## src/rtl/fp_div_pkg.sv

```systemverilog
// Shared definitions for the FP division datapath: significand widths,
// divider state encoding and the divide-by-zero quotient pattern.
package fp_div_pkg;

  localparam int MANT_W = 24;
  localparam int LZC_W  = 5;
  localparam int REM_W  = MANT_W + 1;
  localparam int CNT_W  = $clog2(MANT_W);

  typedef enum logic [1:0] {
    IDLE = 2'd0,
    DIV  = 2'd1,
    NORM = 2'd2,
    DONE = 2'd3
  } div_state_t;

  localparam logic [MANT_W-1:0] QUOT_DBZ = 24'hFFFFFF;

endpackage

```

## src/rtl/lzc24_division.sv

```systemverilog
// Combinational leading-zero counter for a 24-bit significand.
// Returns 0..23 for a nonzero input and 24 for an all-zero input.
module lzc24_division
  import fp_div_pkg::*;
(
  input  logic [MANT_W-1:0] data_in,
  output logic [LZC_W-1:0]  lz_count
);

  // Ascending scan: the highest set bit is the last one to write the count.
  always_comb begin
    lz_count = LZC_W'(MANT_W);
    for (int i = 0; i < MANT_W; i++) begin
      if (data_in[i]) begin
        lz_count = LZC_W'(MANT_W - 1 - i);
      end
    end
  end

endmodule

```

## src/rtl/mantissa_divider_seq.sv

```systemverilog
// Iterative restoring significand divider: one quotient bit per clock,
// followed by a leading-zero count of the quotient and a sticky bit.
//
// state | meaning
// IDLE  | waiting for operands, in_ready=1
// DIV   | one restoring step per edge, quotient MSB first
// NORM  | latch leading-zero count and sticky from the final remainder
// DONE  | result presented with out_valid=1 until out_ready
module mantissa_divider_seq
  import fp_div_pkg::*;
(
  input  logic              clk,
  input  logic              rst,
  input  logic              flush,
  input  logic              in_valid,
  output logic              in_ready,
  input  logic [MANT_W-1:0] dividend,
  input  logic [MANT_W-1:0] divisor,
  output logic              out_valid,
  input  logic              out_ready,
  output logic [MANT_W-1:0] quotient,
  output logic [LZC_W-1:0]  nshiftleft,
  output logic              sticky,
  output logic              div_by_zero
);

  div_state_t        state_q,     state_d;
  logic [REM_W-1:0]  rem_q,       rem_d;
  logic [MANT_W-1:0] div_q,       div_d;
  logic [MANT_W-1:0] quot_q,      quot_d;
  logic [CNT_W-1:0]  cnt_q,       cnt_d;
  logic [LZC_W-1:0]  nshift_q,    nshift_d;
  logic              sticky_q,    sticky_d;
  logic              dbz_q,       dbz_d;
  logic              out_valid_q, out_valid_d;
  logic              in_ready_q,  in_ready_d;

  logic              rem_ge;
  logic [REM_W-1:0]  rem_rest;
  logic [LZC_W-1:0]  quot_lz;

  lzc24_division u_lzc (
    .data_in  (quot_q),
    .lz_count (quot_lz)
  );

  // R < 2B always holds, so the restored remainder fits in MANT_W bits and
  // the left shift never drops a set bit.
  assign rem_ge   = (rem_q >= {1'b0, div_q});
  assign rem_rest = rem_ge ? (rem_q - {1'b0, div_q}) : rem_q;

  always_comb begin
    state_d     = state_q;
    rem_d       = rem_q;
    div_d       = div_q;
    quot_d      = quot_q;
    cnt_d       = cnt_q;
    nshift_d    = nshift_q;
    sticky_d    = sticky_q;
    dbz_d       = dbz_q;
    out_valid_d = out_valid_q;
    in_ready_d  = in_ready_q;

    unique case (state_q)
      IDLE: begin
        if (in_valid) begin
          rem_d      = {1'b0, dividend};
          div_d      = divisor;
          quot_d     = '0;
          cnt_d      = CNT_W'(MANT_W - 1);
          nshift_d   = '0;
          sticky_d   = 1'b0;
          in_ready_d = 1'b0;
          if (divisor == '0) begin
            quot_d      = QUOT_DBZ;
            dbz_d       = 1'b1;
            out_valid_d = 1'b1;
            state_d     = DONE;
          end else begin
            dbz_d   = 1'b0;
            state_d = DIV;
          end
        end
      end
      DIV: begin
        rem_d         = rem_rest << 1;
        quot_d[cnt_q] = rem_ge;
        cnt_d         = cnt_q - 1'b1;
        if (cnt_q == '0) begin
          state_d = NORM;
        end
      end
      NORM: begin
        nshift_d    = quot_lz;
        sticky_d    = |rem_q;
        out_valid_d = 1'b1;
        state_d     = DONE;
      end
      DONE: begin
        if (out_ready) begin
          out_valid_d = 1'b0;
          in_ready_d  = 1'b1;
          state_d     = IDLE;
        end
      end
      default: begin
        state_d     = IDLE;
        out_valid_d = 1'b0;
        in_ready_d  = 1'b1;
      end
    endcase

    if (flush) begin
      state_d     = IDLE;
      out_valid_d = 1'b0;
      in_ready_d  = 1'b1;
    end
  end

  always_ff @(posedge clk) begin
    if (rst) begin
      state_q     <= IDLE;
      rem_q       <= '0;
      div_q       <= '0;
      quot_q      <= '0;
      cnt_q       <= '0;
      nshift_q    <= '0;
      sticky_q    <= 1'b0;
      dbz_q       <= 1'b0;
      out_valid_q <= 1'b0;
      in_ready_q  <= 1'b1;
    end else begin
      state_q     <= state_d;
      rem_q       <= rem_d;
      div_q       <= div_d;
      quot_q      <= quot_d;
      cnt_q       <= cnt_d;
      nshift_q    <= nshift_d;
      sticky_q    <= sticky_d;
      dbz_q       <= dbz_d;
      out_valid_q <= out_valid_d;
      in_ready_q  <= in_ready_d;
    end
  end

  assign in_ready    = in_ready_q;
  assign out_valid   = out_valid_q;
  assign quotient    = quot_q;
  assign nshiftleft  = nshift_q;
  assign sticky      = sticky_q;
  assign div_by_zero = dbz_q;

endmodule

```

## config.mk

```make
export PLATFORM = sky130hd
export DESIGN_NAME = mantissa_divider_seq
export DESIGN_NICKNAME = d
export VERILOG_FILES = /design/src/rtl/fp_div_pkg.sv /design/src/rtl/lzc24_division.sv /design/src/rtl/mantissa_divider_seq.sv
export SDC_FILE = /design/constraint.sdc
export NUM_CORES = 1
export LEC_CHECK = 0
export BUFFER_PORTS_ARGS = -buffer_cell sky130_fd_sc_hd__buf_2
export CORE_MARGIN = 2
export CORE_UTILIZATION = 25
export CTS_CLUSTER_DIAMETER = 120
export DETAILED_ROUTE_END_ITERATION = 10
export GPL_TIMING_DRIVEN = 0
export PLACE_DENSITY = 0.47
export SETUP_SLACK_MARGIN = 0.15
export SLEW_MARGIN = 40
export SYNTH_ARGS = -nofsm -noshare
export SYNTH_HDL_FRONTEND = slang
export SYNTH_SLANG_ARGS = --single-unit
```

## constraint.sdc

```tcl
create_clock -name clk -period 5.5 [get_ports clk]
set_input_delay 1.1 -clock clk [delete_from_list [all_inputs] [get_ports clk]]
set_output_delay 1.1 -clock clk [all_outputs]
set_load 0.005 [all_outputs]
```

==> results_dict.tcl, run 1 <==
set metrics [dict create \
    status "finished clean" \
    gp_congestion 0.8431 \
    ys_async_sr_fraction_pct 0 \
    powerDensity_nw_per_um2 348.1 \
    synth_cells 817 \
    overflow 0 \
    ff2ff_path_depth 9 \
    layout.area.seq_um2 1782 \
    cts_buffers 9 \
    drt_first_pass_iters 5 \
    postCtsResizedCells 0 \
    drv_slew 0 \
    crit_arrival_ns 3.31 \
    cp-end-kind "flop" \
    max_freq_ghz 0.3212 \
    grt_pass1_vias 5843 \
    max-vdd-ir-drop_mv 0.1785 \
    synthTopCellsByArea "dfxtp_1, ha_1, a21oi_1" \
    grt_first_pass_wirelength_um 33530 \
    setup_tns_ns 0 \
    hold_path_class "flop to flop" \
    dr_wl_met2_um 9711 \
    maxSlewHeadroom_pct 46.16 \
    grt_max_degree 17 \
    grt_setup_unrepaired "false" \
    nFillCells 2668 \
    postCtsSetupBuffers 0 \
    ys.flop_type "dfxtp_1" \
    synth_cell_types 69 \
    reg2reg_from "state_q[1]" \
    synth_area_um2 6026 \
    finalSetupViolations 0 \
    hpwl_um 16790 \
    cp_max_fo 10 \
    ys_ff_latch 89 \
    synth_edf_count 0 \
    htreeDepth 3 \
    synth_top_area_share_pct 29.57 \
    antenna_left 0 \
    final_hold_viol_count 0 \
    final_cells 1236 \
    min-delay-start "div_q[14]" \
    die_x_um 159.3 \
    root_buffer "clkbuf_16" \
    multi_input_area_um2 3866 \
    rows 56 \
    crit_path_start_kind "flop" \
    synth_common_cells "nand2_1, dfxtp_1, a21oi_1, nor2_1, o21ai_0" \
    fin_ws_ns 2.387 \
    tightest_slew_ns 0.8076 \
    synth_area_per_cell_um2 7.375 \
    yosysMostFrequentCell "nand2_1" \
    crit_required_ns 5.70 \
    wl_per_cell_um 17.46 \
    cts.sinks 89 \
    met1_length_um 10560 \
    drc 0 \
    worstHoldEndpoint "div_q[14]" \
    synthesis.nets 905 \
    r2r-end "cnt_q[1]" \
    seq_area_frac_synth_pct 29.57 \
    ff2ff_setup_slack_ns 2.39 \
    antenna_found_initial 0 \
    coreArea_um2 23540 \
    num_vias 6223 \
    crit_type "flop to flop" \
    fin_skew_ns 0.008195 \
    initial_core_util_pct 25.60 \
    clk_pin_slew_worst_paths_ns 0.07 \
    avgViaCountPerCell 5.035 \
    pin_count 86 \
    maxCapViolations 0 \
    clkLatencyLatePin_ns 0.36 \
    die-area_um2 25360 \
    period_minus_slack_ns 3.113 \
    die_y_um 159.3 \
    holdBufCountCts 0 \
    synth_top_cell_by_area "dfxtp_1" \
    yosysWarnings 0 \
    place.port_buffers 84 \
    drt-initial-drc-count 389 \
    antenna_cells 0 \
    clock_path_buffers 2 \
    wl_um 21580 \
    p_leak_uw 0.002760 \
    gr-usage-all-layers_pct 16.74 \
    syn_to_final_growth_pct 19.06 \
    pre_cts_ws_ns 2.108 \
    routed.top_layer "met4" \
    power.total_uw 2497 \
    dp_cells 1220 \
    final_net_count 1000 \
    cts_tree "done" \
    min_path_cells 2 \
    hold_slack_ns 0.4555 \
    fin_crit_sh_pct 56.60 \
    layout-drive-gt1-share_pct 13.52 \
    routed-wl-met3_um 928 \
]
-- metrics by stage --
step | util, % | instance area (um2)
final | 30.47 | 7174
after CTS | 30.47 | 7174
after global routing | 30.47 | 7174
after floorplan | - | 6026
after detailed placement | 29.08 | 6845
after global placement | 29.08 | 6845
-- kinds of logic after synthesis --
logic type	share of synthesized area [%]
AO/OA/AOI/OAI	29.32
XOR/XNOR	1.454
adder cells (fa/ha/maj)	7.392
buffers and inverters	6.271
flip-flops	29.57
multiplexers	0.8513
AND/OR/NAND/NOR	25.15
-- worst max-delay path, cell delays in order, from the launching register on --
cell,delay [ns]
dfxtp_1,0.34
inv_1,0.11
ha_1,0.15
clkbuf_1,0.36
nand2b_1,0.09
clkbuf_1,0.25
o21ai_1,0.37
clkbuf_1,0.52
clkbuf_1,0.57
a221oi_1,0.19
-- cell usage in the layout (no fill, tap or decap), types with 4 or more instances in the layout --
cell         n
o21ai_0     50
o21a_1       9
inv_1       41
a211o_1      4
o21ai_1      5
o21bai_1     5
a311oi_1     6
o31ai_1      8
nand3b_1     8
or4_1        4
nor2_1      82
nor3_1      26
nand2b_1     7
clkbuf_1    40
ha_1        34
a221oi_1     4
o41ai_1      8
a31oi_1      7
nand4_1      9
or3_1       16
nand2_1    107
nor4_1      15
xor2_1       7
a21o_1       6
buf_2       89
mux2i_1      4
nor3b_1      5
nand3_1     16
a21oi_1     84
o211ai_1     5
clkbuf_16    9
dfxtp_1     89
a211oi_1    36
-- where the power goes --
part	switching (uW)	total, uW	internal [uW]	leakage (uW)
Clock	301	704	404	0.000163
Combinational	628	1010	378	0.00186
Sequential	77.9	787	709	0.000732
-- cell type report --
class / instances / share of cell area, %
plain buffers: 51 / 3.069
clock buffers: 9 / 3.139
clock inverters: 7 / 1.448
inverters: 42 / 2.197
multi-input cells: 635 / 53.89
flip-flops and latches: 89 / 24.83
well taps: 319 / 5.563
repair buffers: 84 / 5.860
-- state kept, by name, summed over array words and instances (netlist names), 2 cells and up --
| register | flops |
|---|---|
| rem_q | 25 |
| div_q | 24 |
| quotient | 24 |
| cnt_q | 5 |
| nshiftleft | 5 |
| state_q | 2 |
-- worst max path at each step --
stage | start | depth (start not counted) | slack [ns] | endpoint
2_1_floorplan | div_q[8] | 10 | 2.94 | rem_q[15]
3_3_place_gp | in_valid | 7 | 2.11 | cnt_q[1]
3_5_place_dp | in_valid | 7 | 2.11 | cnt_q[1]
4_1_cts | state_q[0] | 10 | 2.42 | rem_q[4]
5_1_grt | state_q[0] | 9 | 2.12 | quotient[15]
6_report | state_q[1] | 9 | 2.39 | cnt_q[1]
-- layer usage --
layer,track usage (%),up-vias
met3,2.761,24
met5,0,-
met1,23.39,2856
met2,26.76,169
li1,-,3174
met4,4.339,0
No activity file was read; power rests on OpenSTA's default activity.
==> run 2, diff against run 1 <==
Settings changed: ABC_AREA set to 1.
Clock period 5.5 ns to 3.05 ns, I/O delays scaled along.
==> results_dict.tcl, run 2 <==
set metrics [dict create \
    antenna_left 0 \
    htreeDepth 3 \
    p_sw_uw 1678 \
    largest_register "rem_q" \
    syn_to_final_growth_pct 18.68 \
    wl_um 19060 \
    grt_pass1_vias 5595 \
    synthTopCellsByArea "dfxtp_1, a21oi_1, o21ai_0" \
    postCtsSetupBuffers 0 \
    multi_input_area_um2 3435 \
    synth_edf_count 0 \
    grt_setup_unrepaired "false" \
    reg2reg_from "rem_q[0]" \
    avgViaCountPerCell 4.789 \
    largest_register_ffs 25 \
    fin_crit_sh_pct 87.27 \
    clock_path_buffers 2 \
    pre_cts_ws_ns 0.1520 \
    coreArea_um2 22710 \
    tightest_slew_ns 0.7346 \
    antenna_found_initial 0 \
    overflow 0 \
    die_x_um 156.2 \
    synth_top_area_share_pct 30.75 \
    final_common_cell "a21oi_1" \
    ff2ff_setup_slack_ns 0.39 \
    hpwl_um 14990 \
    r2r-end "rem_q[15]" \
    rows 55 \
    gr-usage-all-layers_pct 15.87 \
    p_comb_share_pct 39.8 \
    crit_arrival_ns 2.90 \
    synth_area_per_cell_um2 6.964 \
    clk_pin_slew_worst_paths_ns 0.06 \
    hold_path_class "flop to flop" \
    wl_per_cell_um 15.65 \
    layout-drive-gt1-share_pct 15.22 \
    seq_area_frac_synth_pct 30.75 \
    fin_ws_ns 0.3883 \
    place.port_buffers 85 \
    layout.area.seq_um2 1782 \
    fin_util_pct 30.28 \
    grt_max_degree 15 \
    cp_max_fo 4 \
    ys_ff_latch 89 \
    finalSetupViolations 0 \
    drv_slew 0 \
    maxSlewHeadroom_pct 51.03 \
    crit_required_ns 3.29 \
    dp_cells 1202 \
    root_buffer "clkbuf_16" \
    synth_common_cells "a21oi_1, nand2_1, inv_1, o21ai_0, dfxtp_1" \
    worstHoldEndpoint "sticky" \
    synth_cells 832 \
    synth_cell_types 45 \
    min_path_cells 2 \
    nFillCells 2515 \
    num_vias 5833 \
    yosysWarnings 0 \
    drt_first_pass_iters 5 \
    cts_buffers 9 \
    synth_area_um2 5794 \
    maxCapViolations 0 \
    final_hold_viol_count 0 \
    crit_type "flop to flop" \
    crit_path_start_kind "flop" \
    synthesis.nets 920 \
    max-vdd-ir-drop_mv 0.2786 \
    antenna_cells 0 \
    internal_power_uw 2555 \
    clockPowerShare_pct 27.2 \
    ys_async_sr_fraction_pct 0 \
    cts.sinks 89 \
    fin_skew_ns 0.007920 \
    final_net_count 1016 \
    cts_tree "done" \
    drc 0 \
    clkLatencyLatePin_ns 0.35 \
    swShare_pct 39.64 \
    gp_congestion 0.8460 \
    cp-end-kind "flop" \
    powerDensity_nw_per_um2 615.6 \
    status "finished clean" \
    seqPwrFrac_pct 33.1 \
    grt_first_pass_wirelength_um 30190 \
    final_cell_mix "a21oi_1, nand2_1, inv_1" \
    pin_count 86 \
    max_freq_ghz 0.3757 \
    ff2ff_path_depth 14 \
    die-area_um2 24410 \
    setup_tns_ns 0 \
    p_leak_uw 0.002956 \
    initial_core_util_pct 25.52 \
    final_cells 1218 \
    drt-initial-drc-count 310 \
    die_y_um 156.2 \
    ys.flop_type "dfxtp_1" \
    period_minus_slack_ns 2.662 \
    synth_top_cell_by_area "dfxtp_1" \
    min-delay-start "sticky" \
    yosysMostFrequentCell "a21oi_1" \
    hold_slack_ns 0.4616 \
]
## run 2: how the worst max path moves through the flow
stage | slack (ns) | from | end
3_3_place_gp | 0.18 | divisor[0] | quotient[3]
6_report | 0.39 | rem_q[0] | rem_q[15]
3_5_place_dp | 0.15 | divisor[0] | quotient[10]
5_1_grt | 0.17 | rem_q[0] | rem_q[15]
2_1_floorplan | 0.66 | rem_q[0] | rem_q[23]
4_1_cts | 0.36 | rem_q[0] | rem_q[23]
## run 2: layout make-up
type	instances	area share [%]
Multi-Input combinational cell	605	49.95
Sequential cell	89	25.91
Timing Repair Buffer	85	6.186
Inverter	99	5.404
Tap cell	285	5.186
Clock buffer	12	3.584
Buffer	39	3.020
Clock inverter	4	0.7642
## run 2: worst max-delay path: stages (launching register included)
cell and delay, ns:
dfxtp_1 0.40, inv_1 0.06, ha_1 0.28, fa_1 0.45, o21ai_2 0.21, nand3_2 0.08
nand2_2 0.09, nand3_2 0.08, nand2_4 0.09, a31oi_1 0.12, o21ai_0 0.25, xor2_1 0.17
a21oi_1 0.08, o21ai_1 0.11, a21oi_1 0.08
## run 2: metrics by stage
| stage | power [uW] | area (um2) |
|---|---|---|
| floorplan | 2622 | 5794 |
| global placement | 3109 | 6576 |
| detailed placement | 3107 | 6576 |
| CTS | 4274 | 6875 |
| global route | 4560 | 6877 |
| finish | 4233 | 6877 |
## run 2: kinds of logic after synthesis
group | after synthesis | share of synthesized area, %
fa+ha+maj | 35 | 7.687
xor+xnor | 22 | 3.325
flops | 89 | 30.75
buf+inv | 138 | 9.976
compound gates | 303 | 29.11
simple gates | 245 | 19.15
## run 2: what timing repair did
item | CTS | global route
endpoints found under the setup margin | 0 | 5
resized for setup | 0 | 2
hold buffers | 0 | 0
## run 2: metal layers
metal  share of wire [%]  GRT usage, %
met5                   0             0
met4                 1.0         3.495
met3                 3.0         2.299
met2                  45         26.35
met1                  50         21.81
## run 2: power by group through the flow
stage	logic, uW	registers [uW]	clock network, uW
final	1680	1400	1150
after global routing	1900	1420	1240
after CTS	1690	1400	1180
after detailed placement	1680	1420	0
after global placement	1680	1430	0
after floorplan	1230	1400	0
